--- src/rtl/heap_level_mem.sv ---
// Per-level storage for the pipelined heap sorter: NUM_CH banks with valid bits,
// parent-side lanes, a shared child-side port, forwarding, flush and occupancy tracking.
module heap_level_mem #(
    parameter  int DATA_WIDTH = 32,
    parameter  int ADDR_WIDTH = 5,
    parameter  int LEVEL      = 1,
    parameter  int NUM_CH     = 2,
    parameter  int FWD        = 1,
    localparam int MEM_SIZE   = ((1 << LEVEL) > 2) ? (1 << LEVEL) : 2,
    localparam int SEL_W      = $clog2(NUM_CH),
    localparam int OCC_W      = $clog2(NUM_CH * MEM_SIZE + 1)
) (
    input  logic                         clk,
    input  logic                         rst_n,
    input  logic                         flush,
    input  logic [NUM_CH*ADDR_WIDTH-1:0] up_addr,
    input  logic [NUM_CH*DATA_WIDTH-1:0] up_din,
    input  logic [NUM_CH-1:0]            up_we,
    output logic [NUM_CH*DATA_WIDTH-1:0] up_dout,
    output logic [NUM_CH-1:0]            up_dval,
    input  logic [ADDR_WIDTH-1:0]        dn_addr,
    input  logic [SEL_W-1:0]             dn_sel,
    input  logic [DATA_WIDTH-1:0]        dn_din,
    input  logic                         dn_we,
    input  logic                         dn_clr,
    output logic [DATA_WIDTH-1:0]        dn_dout,
    output logic                         dn_dval,
    output logic [OCC_W-1:0]             occ,
    output logic [7:0]                   coll_cnt,
    output logic                         addr_err
);

    localparam int IDX_W = $clog2(MEM_SIZE);

    logic [DATA_WIDTH-1:0]             mem [NUM_CH][MEM_SIZE];
    logic [NUM_CH-1:0][MEM_SIZE-1:0]   valid_q;
    logic [NUM_CH-1:0][MEM_SIZE-1:0]   valid_nxt;

    logic [ADDR_WIDTH-1:0] ua [NUM_CH];
    logic [DATA_WIDTH-1:0] ud [NUM_CH];
    logic [NUM_CH-1:0]     up_wr;
    logic                  dn_wr;
    logic                  dn_cl;
    logic                  coll;
    logic                  err_set;
    logic                  dn_sel_ok;
    logic                  dn_in;
    logic [DATA_WIDTH-1:0] up_rd [NUM_CH];
    logic [NUM_CH-1:0]     up_rv;
    logic [DATA_WIDTH-1:0] dn_rd;
    logic                  dn_rv;
    logic [OCC_W-1:0]      occ_nxt;

    function automatic logic in_range(input logic [ADDR_WIDTH-1:0] a);
        return {1'b0, a} < (ADDR_WIDTH + 1)'(MEM_SIZE);
    endfunction

    function automatic logic [IDX_W-1:0] idx(input logic [ADDR_WIDTH-1:0] a);
        return a[IDX_W-1:0];
    endfunction

    always_comb begin
        up_wr     = '0;
        dn_wr     = 1'b0;
        dn_cl     = 1'b0;
        coll      = 1'b0;
        err_set   = 1'b0;
        dn_sel_ok = {1'b0, dn_sel} < (SEL_W + 1)'(NUM_CH);
        dn_in     = in_range(dn_addr);
        for (int unsigned b = 0; b < NUM_CH; b++) begin
            ua[b] = up_addr[b*ADDR_WIDTH +: ADDR_WIDTH];
            ud[b] = up_din[b*DATA_WIDTH +: DATA_WIDTH];
        end

        // Flush suppresses every write, so reads in that cycle see pre-flush state.
        if (!flush) begin
            for (int unsigned b = 0; b < NUM_CH; b++) begin
                up_wr[b] = up_we[b] & in_range(ua[b]);
                if (up_we[b] && !in_range(ua[b]))
                    err_set = 1'b1;
            end
            if (dn_we && dn_sel_ok) begin
                coll = up_we[dn_sel] && (ua[dn_sel] == dn_addr);
                if (!dn_in)
                    err_set = 1'b1;
                else if (!coll) begin
                    dn_wr = !dn_clr;
                    dn_cl = dn_clr;
                end
            end
        end

        valid_nxt = valid_q;
        for (int unsigned b = 0; b < NUM_CH; b++)
            if (up_wr[b])
                valid_nxt[b][idx(ua[b])] = 1'b1;
        if (dn_wr)
            valid_nxt[dn_sel][idx(dn_addr)] = 1'b1;
        if (dn_cl)
            valid_nxt[dn_sel][idx(dn_addr)] = 1'b0;

        occ_nxt = '0;
        for (int unsigned b = 0; b < NUM_CH; b++)
            for (int unsigned e = 0; e < MEM_SIZE; e++)
                occ_nxt = occ_nxt + OCC_W'(valid_nxt[b][e]);

        for (int unsigned b = 0; b < NUM_CH; b++) begin
            up_rd[b] = '0;
            up_rv[b] = 1'b0;
            if (in_range(ua[b])) begin
                up_rd[b] = mem[b][idx(ua[b])];
                up_rv[b] = valid_q[b][idx(ua[b])];
                if (FWD != 0) begin
                    up_rv[b] = valid_nxt[b][idx(ua[b])];
                    if (up_wr[b])
                        up_rd[b] = ud[b];
                    else if (dn_wr && 32'(dn_sel) == b && dn_addr == ua[b])
                        up_rd[b] = dn_din;
                end
            end
        end

        dn_rd = '0;
        dn_rv = 1'b0;
        if (dn_sel_ok && dn_in) begin
            dn_rd = mem[dn_sel][idx(dn_addr)];
            dn_rv = valid_q[dn_sel][idx(dn_addr)];
            if (FWD != 0) begin
                dn_rv = valid_nxt[dn_sel][idx(dn_addr)];
                if (dn_wr)
                    dn_rd = dn_din;
                else if (up_wr[dn_sel] && ua[dn_sel] == dn_addr)
                    dn_rd = ud[dn_sel];
            end
        end
    end

    always_ff @(posedge clk) begin
        if (!rst_n) begin
            valid_q  <= '0;
            up_dout  <= '0;
            up_dval  <= '0;
            dn_dout  <= '0;
            dn_dval  <= 1'b0;
            occ      <= '0;
            coll_cnt <= '0;
            addr_err <= 1'b0;
        end else begin
            valid_q <= flush ? '0 : valid_nxt;
            occ     <= flush ? '0 : occ_nxt;
            for (int unsigned b = 0; b < NUM_CH; b++)
                up_dout[b*DATA_WIDTH +: DATA_WIDTH] <= up_rd[b];
            up_dval <= up_rv;
            dn_dout <= dn_rd;
            dn_dval <= dn_rv;
            if (coll && coll_cnt != 8'hFF)
                coll_cnt <= coll_cnt + 8'd1;
            if (err_set)
                addr_err <= 1'b1;
        end
    end

    always_ff @(posedge clk) begin
        if (rst_n) begin
            for (int unsigned b = 0; b < NUM_CH; b++)
                if (up_wr[b])
                    mem[b][idx(ua[b])] <= ud[b];
            if (dn_wr)
                mem[dn_sel][idx(dn_addr)] <= dn_din;
        end
    end

endmodule

--- config.mk ---
export PLATFORM = sky130hd
export DESIGN_NAME = heap_level_mem
export DESIGN_NICKNAME = d
export VERILOG_FILES = /design/src/rtl/heap_level_mem.sv
export SDC_FILE = /design/constraint.sdc
export NUM_CORES = 1
export LEC_CHECK = 0
export CORE_UTILIZATION = 40
export DETAILED_ROUTE_END_ITERATION = 8
export PLACE_DENSITY = 0.66
export SYNTH_ARGS = -nofsm -noshare
export SYNTH_HDL_FRONTEND = slang
export SYNTH_SLANG_ARGS = --single-unit
--- constraint.sdc ---
create_clock -name clk -period 3.9 [get_ports clk]
set_input_delay 0.39 -clock clk [delete_from_list [all_inputs] [get_ports clk]]
set_output_delay 0.39 -clock clk [all_outputs]
set_load 0.005 [all_outputs]
## Word level (Yosys, flattened, before mapping)

Memory sizes are Yosys's and may differ from the RTL's.
Index checks and enable logic that the tools add are counted.

- Add/subtract/negate cells: 4
- Order comparisons: 18
- Eq/ne operators: 4
- Reduce and logical (&&, ||, !) cells: 23
- Bitwise logic cells: 13
- Multiplexer cells: 76

Operators with widths:

| kind | number |
|---|---|
| 2-to-1 mux 32 bit | 21 |
| 2-to-1 mux 64 bit | 3 |
| demux 32 bit (select 1 bit) | 3 |
| 2-to-1 mux 1 bit | 34 |
| logical AND 1 bit | 16 |
| == test 5 bit | 3 |
| < comparator 5 x 2 -> 1 bit, second input constant | 3 |
| 2-to-1 mux 5 bit | 3 |
| 2-to-1 mux 2 bit | 6 |
| adder 8 x 1 -> 8 bit, second input constant | 1 |
| >= comparator 2 bit, second input constant | 4 |
| < comparator 1 x 2 -> 1 bit, second input constant | 4 |
| 2-to-1 mux 4 bit | 2 |
| inequality test 8 bit, second input constant | 1 |
| NOT 1 -> 2 bit | 4 |
| < comparator 2 x 1 -> 1 bit, second input constant | 3 |
| AND reduction 2 bit | 3 |
| bitwise AND 4 bit | 1 |
| >= comparator 1 bit, second input constant | 4 |
| NOT 4 bit | 1 |
| bitwise OR 2 bit | 2 |
| bitwise OR 4 bit | 1 |
| adder 2 x 1 -> 3 bit | 1 |
| adder 3 x 1 -> 3 bit | 1 |
| 7 further kinds | 13 |

- Memories: 1
- Flip-flop bits (word level): 115
- Word-level logic and storage cells: 150
- Output and inout port bits: 111
- Memory bits (writable): 128
- Input port bits: 119

Memories:

| name | words | width | read ports | clocked after Yosys merged registers in | wr ports | RTL line | text |
|---|---|---|---|---|---|---|---|
| mem | 2 | 64 | 3 | 0 | 3 | 35 | `logic [DATA_WIDTH-1:0] mem [NUM_CH][MEM_SIZE];` |

## Logic depth before layout (Yosys ltp)

- Word-level depth: 17
- Mapped depth: 11
- Mapped depth without buffers: 9

## Worst setup path after synthesis

No wires, ideal clock.

- Kind: input to register
- From: input dn_addr[1]
- To: memory mem[0][0] (netlist name), enable pin
- Path slack: 0.148 ns
- Setup time: 0.425 ns
- Data arrival time: 3.328 ns
- Data required time: 3.475 ns
- Stages on the path: 8
- Buffers on the path: 2
- Cells stage by stage: or4_4 -> nor2_1 -> o21ai_1 -> buf_2 -> nor3_2 -> buf_2 -> a22oi_1 -> nor2b_1

RTL lines:

| item | RTL line | text |
|---|---|---|
| from (decl) | 21 | `input logic [ADDR_WIDTH-1:0] dn_addr,` |
| to (decl) | 35 |  |

==> impl_metrics.json <==
{
  "drt-total-wl_um": 41000,
  "firstDrtPassIters": 5,
  "timing.final.hold_violations": 0,
  "wl_per_cell_um": 23.5,
  "cts_hold_buffers": 0,
  "viasPerCell": 5.79,
  "numCtsBuffers": 28,
  "cts_tree": "done",
  "pwr_density_cell_mw_per_mm2": 361,
  "drive_gt1_share_pct": 20.4,
  "core_area_sq_mm": 0.0309,
  "worst_path_most_repeated_cell": "ha_1",
  "p_leak_uw": 0.00604,
  "multi_input_area_sq_mm": 0.00620,
  "grt_pass1_wl_um": 62600,
  "synth.distinct_cells": 54,
  "fillCellCount": 2708,
  "root_buffer": "clkbuf_16",
  "clockBufferDepth": 3,
  "slowest_delay_ns": 0.61,
  "start_util_pct": 41.1,
  "ant_nets": 0,
  "synth_seq_cells": 243,
  "io_pins": 230,
  "layout_commonest_cell": "clkdlybuf4s50_1",
  "die_x_um": 180,
  "synth_top_area_cell": "edfxtp_1",
  "grt_max_degree": 65,
  "rsz0062_at_grt": "false",
  "post-route-min-period_ns": 3.16,
  "start_kind": "input pin",
  "synth_nets": 1238,
  "ctsResizeCount": 0,
  "final_cell_mix": "clkdlybuf4s50_1 (225), nand2_1 (165), a21oi_1 (131)",
  "antenna_found_initial": 1,
  "fin_nets": 1449,
  "cp-end-kind": "flop",
  "tightestPinTransition_ns": 0.844,
  "maxCapViolCount": 0,
  "async_flop_share_pct": 0,
  "regArea_sq_mm": 0.00615,
  "syn_inst": 1115,
  "grt-ovfl-total": 0,
  "vias": 10100,
  "synth_warnings": 0,
  "detailed_place_hpwl_um": 25000,
  "clock-sinks": 243,
  "critPathArrivalTime_ns": 3.60,
  "netlist_area_sq_mm": 0.0127,
  "place.gp.congestion": 0.824,
  "cts_setup_buffers": 0,
  "min_path_type": "input pin to flop",
  "outcome": "complete, no violations",
  "maxSlewViolCount": 0,
  "syn_to_final_growth_pct": 29.5,
  "htree_num_levels": 1,
  "rows": 64,
  "setup_tns_ns": 0,
  "grt.total_usage_pct": 24.9,
  "yosysSeqAreaShare_pct": 48.4,
  "peakVddDrop_mv": 0.301,
  "worstSetupPathType": "input pin to flop",
  "finClkSkew_ns": 0.00752,
  "slew_headroom_pct": 43.8,
  "drt_iter0_markers": 832,
  "max_freq_mhz": 316,
  "drc_errors": 0,
  "path_cells": "clkdlybuf4s50_1 -> or4_4 -> nor2_1 -> o21ai_1 -> nor4_1 -> mux2i_1 -> fa_1 -> ha_1 -> ha_1 -> and2_1",
  "synth_top_area_share_pct": 30.2,
  "grt_pass1_vias": 10400,
  "post-route-util_pct": 53.3,
  "worst_path_max_delay_cell": "or4_4",
  "setup-violations-final": 0,
  "clkSlewWorstSetupHoldPaths_ns": 0.06,
  "synth-edff-count": 128,
  "clkLatencyLatePin_ns": 0.55,
  "syn_area_per_cell_sq_um": 11.4,
  "port_buffers": 229,
  "synthTopCellsByArea": "edfxtp_1 (30%), dfxtp_1 (18%), mux2_2 (10%)",
  "min_period_over_period_pct": 81.1,
  "die_area_sq_mm": 0.0325,
  "fp.dieH_um": 180,
  "cp_max_fo": 5,
  "required_ns": 4.34,
  "synth_ff_type": "edfxtp_1"
}
==> report_power, final <==
part	total, uW	switching, uW	internal (uW)
logic	572	274	297
clock network	2660	1110	1560
registers	2710	6.73	2710
==> registers in the layout (all words and copies together) (netlist names) <==
register	count
mem	128
up_dval	2
up_dout	64
addr_err	1
valid_q	4
occ	3
coll_cnt	8
dn_dout	32
dn_dval	1
==> path summary, 6_finish.rpt <==
| kind | startpoint | endpoint | slack, ns | cells after the start |
|---|---|---|---|---|
| min reg2reg | addr_err$_SDFFE_PN0P_ | addr_err$_SDFFE_PN0P_ | 0.47 | 1 |
| min | dn_addr[0] | dn_dval$_SDFF_PN0_ | 0.35 | 3 |
| max reg2reg | valid_q[1]$_SDFF_PP0_ | occ[1]$_SDFF_PP0_ | 1.93 | 6 |
| max | dn_addr[1] | occ[1]$_SDFF_PP0_ | 0.74 | 10 |
==> per-stage QoR <==
stage | hold WS (ns) | power (uW) | cell area, sq um | instances | setup WS (ns)
floorplan | 0.464 | 3050 | 12700 | 1115 | 0.148
global placement | 0.453 | 3330 | 15500 | 1692 | 0.271
detailed placement | 0.458 | 3330 | 15500 | 1692 | 0.220
CTS | 0.320 | 5990 | 16500 | 1744 | 0.800
global route | 0.344 | 6120 | 16500 | 1744 | 0.585
finish | 0.346 | 5950 | 16500 | 1745 | 0.739
==> Yosys cell counts, drive strengths merged, types with 2 or more instances <==
| cell type | count |
|---|---|
| a211o | 32 |
| a21oi | 131 |
| a22oi | 2 |
| and2 | 15 |
| and3 | 2 |
| buf | 49 |
| clkbuf | 44 |
| dfxtp | 115 |
| edfxtp | 128 |
| ha | 3 |
| inv | 8 |
| mux2 | 132 |
| mux2i | 101 |
| mux4 | 32 |
| nand2 | 169 |
| nand3 | 7 |
| nand4 | 3 |
| nor2 | 11 |
| nor2b | 9 |
| nor3 | 4 |
| nor3b | 4 |
| nor4 | 5 |
| nor4b | 6 |
| o211ai | 64 |
| o21a | 3 |
| o21ai | 3 |
| or4 | 2 |
| xnor2 | 10 |
| xor2 | 7 |
==> critical path, delay by kind of cell <==
family / cells / cell delay, ns
AND/OR/NAND/NOR: 4 / 1.32
adder cells (fa/ha/maj): 3 / 0.95
buffers and inverters: 1 / 0.48
multiplexers: 1 / 0.33
AO/OA/AOI/OAI: 1 / 0.13
==> cells by family after synthesis <==
| logic type | Yosys count | share of synthesized area [%] |
|---|---|---|
| and+or+nand+nor | 241 | 8.88 |
| muxes | 265 | 25.3 |
| xor gates and xnor gates | 17 | 1.17 |
| DFF | 243 | 48.4 |
| buffers and inverters | 101 | 3.66 |
| AOI/OAI and AO/OA | 244 | 12.2 |
| adders and majority gates | 4 | 0.453 |
==> per-layer routing <==
metal	wire, um	up-vias	GRT usage, %
li1	-	4603	-
met1	17800	4949	33.5
met2	19200	499	41.6
met3	3240	53	3.86
met4	744	0	6.84
met5	0	-	0
==> area by class of cell <==
class                   count  area share [%]
repair buffers            274            16.0
clock inverters            18           0.775
multi-input cells         771            37.7
well taps                 396            3.01
diodes                      1          0.0152
clock buffers              34            4.96
flip-flops and latches    243            37.3
inverters                   8           0.182
Power figures use the tool's default switching activity.
